===== src/rtl/float_pkg.sv =====
// Shared types and constants for the float pack/unpack datapath.
// The optional FLOAT_PACK_ROUND_EN macro is consumed by float_pack, not here.
package float_pkg;

  localparam int unsigned EXP_W  = 7;
  localparam int unsigned FRAC_W = 24;
  localparam int unsigned SIG_W  = 28;
  localparam int unsigned WORD_W = 1 + EXP_W + FRAC_W;

  localparam logic [EXP_W-1:0] EXP_SAT = 7'h7f;

  typedef enum logic [1:0] {
    IDLE  = 2'd0,
    NORM  = 2'd1,
    ROUND = 2'd2,
    OUT   = 2'd3
  } float_pack_state_t;

  typedef struct packed {
    logic              sign;
    logic [EXP_W-1:0]  exp;
    logic [FRAC_W-1:0] frac;
  } float_word_t;

  // Assemble a packed float word from its fields.
  function automatic logic [WORD_W-1:0] float_pack_word(
    input logic              sign,
    input logic [EXP_W-1:0]  exp,
    input logic [FRAC_W-1:0] frac
  );
    float_word_t w;
    w.sign = sign;
    w.exp  = exp;
    w.frac = frac;
    return w;
  endfunction

endpackage


===== src/rtl/float_round_rne.sv =====
// Round-to-nearest-even increment of a normalized 25-bit significand.
// Carry out flags that the increment overflowed into bit 25.
module float_round_rne
  import float_pkg::*;
(
  input  logic [FRAC_W:0] i_sig,
  input  logic            i_guard,
  input  logic            i_sticky,
  output logic [FRAC_W:0] o_sig_c,
  output logic            o_carry_c
);

  localparam int unsigned SUM_W = FRAC_W + 2;

  logic             w_inc;
  logic [SUM_W-1:0] w_sum;

  // Ties (guard set, sticky clear) round toward an even lsb.
  assign w_inc     = i_guard & (i_sticky | i_sig[0]);
  assign w_sum     = SUM_W'(i_sig) + SUM_W'(w_inc);
  assign o_sig_c   = w_sum[FRAC_W:0];
  assign o_carry_c = w_sum[FRAC_W+1];

endmodule


===== src/rtl/float_pack.sv =====
// Sequential normalize/round/pack stage: one normalization shift per cycle.
// Define FLOAT_PACK_ROUND_EN for round-to-nearest-even; otherwise ROUND truncates.
module float_pack
  import float_pkg::*;
(
  input  logic              clk,
  input  logic              rst_n,
  input  logic              i_in_valid,
  output logic              o_in_ready,
  input  logic              i_in_sign,
  input  logic [EXP_W-1:0]  i_in_exp,
  input  logic [SIG_W-1:0]  i_in_sig,
  output logic              o_out_valid,
  input  logic              i_out_ready,
  output logic [WORD_W-1:0] o_out_data,
  output logic              o_out_ovf,
  output logic              o_out_unf
);

  float_pack_state_t r_state, w_next_state;

  logic              r_sign;
  logic [EXP_W-1:0]  r_exp;
  logic [SIG_W-1:0]  r_sig;
  logic              r_guard;
  logic              r_sticky;
  logic [WORD_W-1:0] r_out_data;
  logic              r_ovf;
  logic              r_unf;
  logic              r_in_ready;
  logic              r_out_valid;

  logic              w_sign_nxt;
  logic [EXP_W-1:0]  w_exp_nxt;
  logic [SIG_W-1:0]  w_sig_nxt;
  logic              w_guard_nxt;
  logic              w_sticky_nxt;
  logic [WORD_W-1:0] w_data_nxt;
  logic              w_ovf_nxt;
  logic              w_unf_nxt;

  logic              w_sig_zero;
  logic              w_sig_hi;
  logic [EXP_W-1:0]  w_exp_inc;
  logic [EXP_W-1:0]  w_exp_dec;
  logic              w_norm_sat;
  logic              w_flush;
  logic              w_norm_done;
  logic [FRAC_W:0]   w_rnd_sig;
  logic              w_rnd_carry;
  logic [EXP_W-1:0]  w_rnd_exp;
  logic [FRAC_W-1:0] w_rnd_frac;
  logic              w_rnd_sat;

  // Normalization decode of the working significand/exponent.
  assign w_sig_zero  = (r_sig == '0);
  assign w_sig_hi    = |r_sig[SIG_W-1:FRAC_W+1];
  assign w_exp_inc   = r_exp + EXP_W'(1);
  assign w_exp_dec   = r_exp - EXP_W'(1);
  assign w_norm_sat  = (r_exp == EXP_SAT) || (w_sig_hi && (w_exp_inc == EXP_SAT));
  assign w_flush     = !w_sig_hi && !r_sig[FRAC_W] && (w_exp_dec == '0);
  assign w_norm_done = !w_sig_hi && r_sig[FRAC_W];

`ifdef FLOAT_PACK_ROUND_EN
  float_round_rne u_round (
    .i_sig     (r_sig[FRAC_W:0]),
    .i_guard   (r_guard),
    .i_sticky  (r_sticky),
    .o_sig_c   (w_rnd_sig),
    .o_carry_c (w_rnd_carry)
  );
`else
  assign w_rnd_sig   = r_sig[FRAC_W:0];
  assign w_rnd_carry = 1'b0;
`endif

  // A rounding carry renormalizes by one right shift; the fraction becomes zero.
  assign w_rnd_exp  = w_rnd_carry ? w_exp_inc : r_exp;
  assign w_rnd_frac = w_rnd_carry ? w_rnd_sig[FRAC_W:1] : w_rnd_sig[FRAC_W-1:0];
  assign w_rnd_sat  = w_rnd_carry && (w_exp_inc == EXP_SAT);

  always_ff @(posedge clk or negedge rst_n) begin : p_state
    if (!rst_n) begin
      r_state <= IDLE;
    end else begin
      r_state <= w_next_state;
    end
  end

  always_comb begin : p_next
    w_next_state = r_state;
    case (r_state)
      IDLE:  if (i_in_valid) w_next_state = NORM;
      NORM: begin
        if (w_sig_zero || w_norm_sat || w_flush) w_next_state = OUT;
        else if (w_norm_done)                    w_next_state = ROUND;
        else                                     w_next_state = NORM;
      end
      ROUND: w_next_state = OUT;
      OUT:   if (i_out_ready) w_next_state = IDLE;
      default: w_next_state = IDLE;
    endcase
  end

  always_comb begin : p_out
    w_sign_nxt   = r_sign;
    w_exp_nxt    = r_exp;
    w_sig_nxt    = r_sig;
    w_guard_nxt  = r_guard;
    w_sticky_nxt = r_sticky;
    w_data_nxt   = r_out_data;
    w_ovf_nxt    = r_ovf;
    w_unf_nxt    = r_unf;
    case (r_state)
      IDLE: begin
        if (i_in_valid) begin
          w_sign_nxt   = i_in_sign;
          w_exp_nxt    = i_in_exp;
          w_sig_nxt    = i_in_sig;
          w_guard_nxt  = 1'b0;
          w_sticky_nxt = 1'b0;
          w_data_nxt   = '0;
          w_ovf_nxt    = 1'b0;
          w_unf_nxt    = 1'b0;
        end
      end
      NORM: begin
        if (w_sig_zero) begin
          w_data_nxt = float_pack_word(r_sign, '0, '0);
        end else if (w_norm_sat) begin
          w_data_nxt = float_pack_word(r_sign, EXP_SAT, '0);
          w_ovf_nxt  = 1'b1;
        end else if (w_sig_hi) begin
          w_sig_nxt    = {1'b0, r_sig[SIG_W-1:1]};
          w_sticky_nxt = r_sticky | r_guard;
          w_guard_nxt  = r_sig[0];
          w_exp_nxt    = w_exp_inc;
        end else if (!r_sig[FRAC_W]) begin
          w_sig_nxt = {r_sig[SIG_W-2:0], 1'b0};
          w_exp_nxt = w_exp_dec;
          if (w_flush) begin
            w_data_nxt = float_pack_word(r_sign, '0, '0);
            w_unf_nxt  = 1'b1;
          end
        end
      end
      ROUND: begin
        if (w_rnd_sat) begin
          w_data_nxt = float_pack_word(r_sign, EXP_SAT, '0);
          w_ovf_nxt  = 1'b1;
        end else begin
          w_data_nxt = float_pack_word(r_sign, w_rnd_exp, w_rnd_frac);
        end
      end
      default: ;
    endcase
  end

  always_ff @(posedge clk or negedge rst_n) begin : p_data
    if (!rst_n) begin
      r_sign      <= 1'b0;
      r_exp       <= '0;
      r_sig       <= '0;
      r_guard     <= 1'b0;
      r_sticky    <= 1'b0;
      r_out_data  <= '0;
      r_ovf       <= 1'b0;
      r_unf       <= 1'b0;
      r_in_ready  <= 1'b1;
      r_out_valid <= 1'b0;
    end else begin
      r_sign      <= w_sign_nxt;
      r_exp       <= w_exp_nxt;
      r_sig       <= w_sig_nxt;
      r_guard     <= w_guard_nxt;
      r_sticky    <= w_sticky_nxt;
      r_out_data  <= w_data_nxt;
      r_ovf       <= w_ovf_nxt;
      r_unf       <= w_unf_nxt;
      r_in_ready  <= (w_next_state == IDLE);
      r_out_valid <= (w_next_state == OUT);
    end
  end

  assign o_in_ready  = r_in_ready;
  assign o_out_valid = r_out_valid;
  assign o_out_data  = r_out_data;
  assign o_out_ovf   = r_ovf;
  assign o_out_unf   = r_unf;

endmodule


===== config.mk =====
export PLATFORM = sky130hd
export DESIGN_NAME = float_pack
export DESIGN_NICKNAME = d
export VERILOG_FILES = /design/src/rtl/float_pkg.sv /design/src/rtl/float_round_rne.sv /design/src/rtl/float_pack.sv
export SDC_FILE = /design/constraint.sdc
export NUM_CORES = 1
export LEC_CHECK = 0
export ABC_AREA = 1
export BUFFER_PORTS_ARGS = -buffer_cell sky130_fd_sc_hd__clkbuf_2
export CAP_MARGIN = 20
export CORE_ASPECT_RATIO = 1.4
export CORE_MARGIN = 1
export CORE_UTILIZATION = 38
export CTS_CLUSTER_DIAMETER = 120
export DETAILED_ROUTE_END_ITERATION = 7
export SLEW_MARGIN = 20
export SYNTH_ARGS = -nofsm -noshare
export SYNTH_HDL_FRONTEND = slang
export SYNTH_HIERARCHICAL = 1
export SYNTH_SLANG_ARGS = --single-unit

===== constraint.sdc =====
create_clock -name clk -period 2.6 [get_ports clk]
set_clock_uncertainty 0.15 [all_clocks]
set_input_delay 0.65 -clock clk [delete_from_list [all_inputs] [get_ports clk]]
set_output_delay 0.65 -clock clk [all_outputs]
set_load 0.01 [all_outputs]

==> results.yml <==
layout:
  nNetsFinal: 656
  final_cells: 753
  multi_input_area_um2: 2060
  final_area_um2: 5170
  diodes: 0
  drive_above_1_share_pct: 25.8
  fillers: 1106
  synthToLayoutAreaGrowth_pct: 21.3
  regArea_um2: 1850
synthesis:
  syn_avg_cell_area_um2: 8.00
  synth_top_area_share_pct: 42.8
  synth_edf_count: 0
  synth_area_leader_cell: "dfrtp_1"
  yosys_warnings: 6
  ys_types: 45
  synth_ff_type: "dfrtp_1"
  syn-num-nets: 582
  ys_async_sr_fraction_pct: 100
  syn_area_um2: 4270
  ys_seq_area_share_pct: 43.4
  synth.area.top_cells: "dfrtp_1, nand2_1, o21ai_0"
  synth_cells: 533
  ys_seq_elements: 74
setup_path:
  critical_path_class: "reg2reg"
  cp.required_ns: 2.72
  startpoint_type: "register"
  crit_path_frequent_cell: "nand2_2"
  critPathArrivalTime_ns: 2.49
  max_stage_delay_ns: 0.43
  crit_fanout: 32
  ff2ff_setup_slack_ns: 0.23
  crit_slowest_cell: "dfrtp_1"
  path_cells: "ha_1 > nand2_2 > nor2_2 > inv_2 > nand3_1 > nor2_1 > nand2_2 > nand3_2 > o21ai_4 > buf_4 > o21ai_0 > nand2_1"
  critPathCaptureType: "register"
route:
  dr_total_vias: 3976
  drcViolationCount: 0
  wire_per_inst_um: 15.2
  drt-pass1-iter-count: 4
  wirelength_um: 11400
  ant_nets: 0
  dr.first_iter.drc_count: 155
  viasPerCell: 5.28
global_routing:
  grt_overflow: 0
  grt_pass1_vias: 3808
  grt_pass1_wl_um: 18800
  grt_util_all_layers_pct: 20.5
  antenna_found_initial: 0
  grt_max_degree: 47
pwr:
  p_per_area_nw_per_um2: 1390
  power_mw: 7.18
  power.leakage_nw: 2.62
  ir_drop_mv: 0.835
die:
  core_area_um2: 10900
  die_w_um: 91.5
  die-area_um2: 11700
  rows: 45
  io_pins: 76
  die_h_um: 127
  initial_core_util_pct: 39.3
clocking:
  htreeDepth: 3
  clock-sinks: 74
  path_clk_slew_ns: 0.06
  cts-buffers-inserted: 9
  cts_tree: "yes"
  clockBufferDepth: 2
  clockRootBuffer: "clkbuf_16"
  insertion_delay_ns: 0.34
  cts_hold_buf: 0
timing:
  hold_viol_final: 0
  fmax_mhz: 423
  rsz0062_at_grt: "no"
  final_max_slew_viol_count: 0
  finalSetupTns_ns: 0
  worstMarginPinSlew_ns: 0.454
  fin_crit_ns: 2.37
  setup_viol: 0
  slew_headroom_pct: 69.7
  fin_crit_sh_pct: 91.0
worst_hold_path:
  hold_path_class: "in2async"
placed_design:
  hpwlAfterDp_um: 8170
  placed_cell_area_um2: 4800
  dp_cells: 735
  place.gp.congestion: 0.919
  io_buffers: 75
flow_run:
  cap_violations: 0
run_status:
  run_status: "finished, final reports clean"
## registers in the layout, summed over array words and instances (netlist names), 2 cells and up
register    flops
o_out_data     32
r_exp           7
r_sig          28
r_state         2
## layout make-up
cell class              count  share of cell area (%)
clock buffers              10                    4.43
clock inverters             6                    2.18
inverters                  50                    3.68
multi-input cells         379                    39.8
flip-flops and latches     74                    35.8
well taps                 141                    3.41
repair buffers             93                    10.7
## cell families (layout without fill, tap and decap cells)
kind of cell / after synthesis / in the layout / synth area share, %
AOI/OAI and AO/OA: 144 / 144 / 21.3
adders and majority gates: 9 / 9 / 2.64
DFF: 74 / 74 / 43.4
muxes: 2 / 2 / 0.499
xor gates and xnor gates: 1 / 1 / 0.205
buffers and inverters: 81 / 159 / 8.59
and+or+nand+nor: 222 / 223 / 23.3
## timing repair
item,4_1_cts,5_1_grt
setup endpoints to repair,3,32
resized for setup,1,2
pin swaps,1,1
setup buffers,0,1
cloned,0,1
## where the power goes
group | switching (mW) | total, mW | leakage (nW) | internal, mW
sequential | 0.408 | 2.01 | 0.954 | 1.60
combinational | 2.41 | 3.73 | 1.49 | 1.33
clock | 0.498 | 1.44 | 0.167 | 0.941
## metal layers
layer | vias to the layer above | global-route usage, % | wire length, um
met4 | 0 | 7.75 | 278
met2 | 111 | 34.3 | 5640
met5 | - | 0 | 0
met1 | 1894 | 26.1 | 4920
li1 | 1952 | - | -
met3 | 19 | 4.29 | 595
## worst paths after layout
| path | from | cells past startpoint | end |
|---|---|---|---|
| setup / recovery | r_exp[1] | 12 | o_out_data[23] |
| hold / removal | rst_n | 1 | r_sig[7] |
| setup reg to reg | r_exp[1] | 12 | o_out_data[23] |
| hold reg to reg | r_sig[27] | 2 | r_sig[27] |
| max in group asynchronous | rst_n | 2 | o_in_ready |
| min in group clk | r_sig[27] | 2 | r_sig[27] |
## cell usage in the layout, fill, tap and decap left out, types with 3 or more instances in the layout
cell,n
dfrtp_1,72
nand4_1,7
o221ai_1,17
inv_1,45
nand3_1,38
o21ai_0,69
ha_1,8
a21oi_1,18
nand2_1,120
buf_4,14
nor2_4,4
nand3_2,3
nand2_2,10
o21ai_2,19
o21ai_1,5
buf_12,3
bufinv_16,3
clkbuf_16,9
clkbuf_2,74
nor2_1,33
## synth_stat cells, types with 2 or more instances
| cell | count |
|---|---|
| nand2_1 | 120 |
| dfrtp_1 | 73 |
| o21ai_0 | 69 |
| inv_1 | 45 |
| nand3_1 | 38 |
| nor2_1 | 33 |
| o21ai_2 | 19 |
| a21oi_1 | 18 |
| o221ai_1 | 17 |
| clkbuf_1 | 11 |
| nand2_2 | 10 |
| buf_2 | 9 |
| ha_1 | 9 |
| nand4_1 | 7 |
| o21ai_1 | 5 |
| buf_1 | 4 |
| buf_4 | 3 |
| buf_8 | 3 |
| nand3_2 | 3 |
| nor2_4 | 3 |
| a221oi_1 | 2 |
| a31o_2 | 2 |
| a31oi_1 | 2 |
| clkinv_1 | 2 |
| inv_2 | 2 |
| nor2_2 | 2 |
| nor3_1 | 2 |
| o21bai_1 | 2 |
| o22ai_1 | 2 |
## metrics by stage
| stage | utilization (%) | hold slack, ns | setup slack (ns) |
|---|---|---|---|
| final | 47.6 | 0.0360 | 0.233 |
| after CTS | 47.3 | 0.0361 | 0.0120 |
| after floorplan | - | 0.204 | 0.553 |
| after global placement | 44.1 | 0.319 | 0.0763 |
| after detailed placement | 44.1 | 0.320 | 0.0120 |
| after global routing | 47.6 | 0.0417 | 0.0284 |
## worst max-delay path: cells and delay by family, from the launching register on
kind / cells / cell delay [ns]
adder cells (fa/ha/maj): 1 / 0.22
AO/OA/AOI/OAI: 2 / 0.39
AND/OR/NAND/NOR: 7 / 0.71
buffers and inverters: 2 / 0.40
flip-flops: 1 / 0.43
Note: power is estimated with default switching activity, not from simulation.
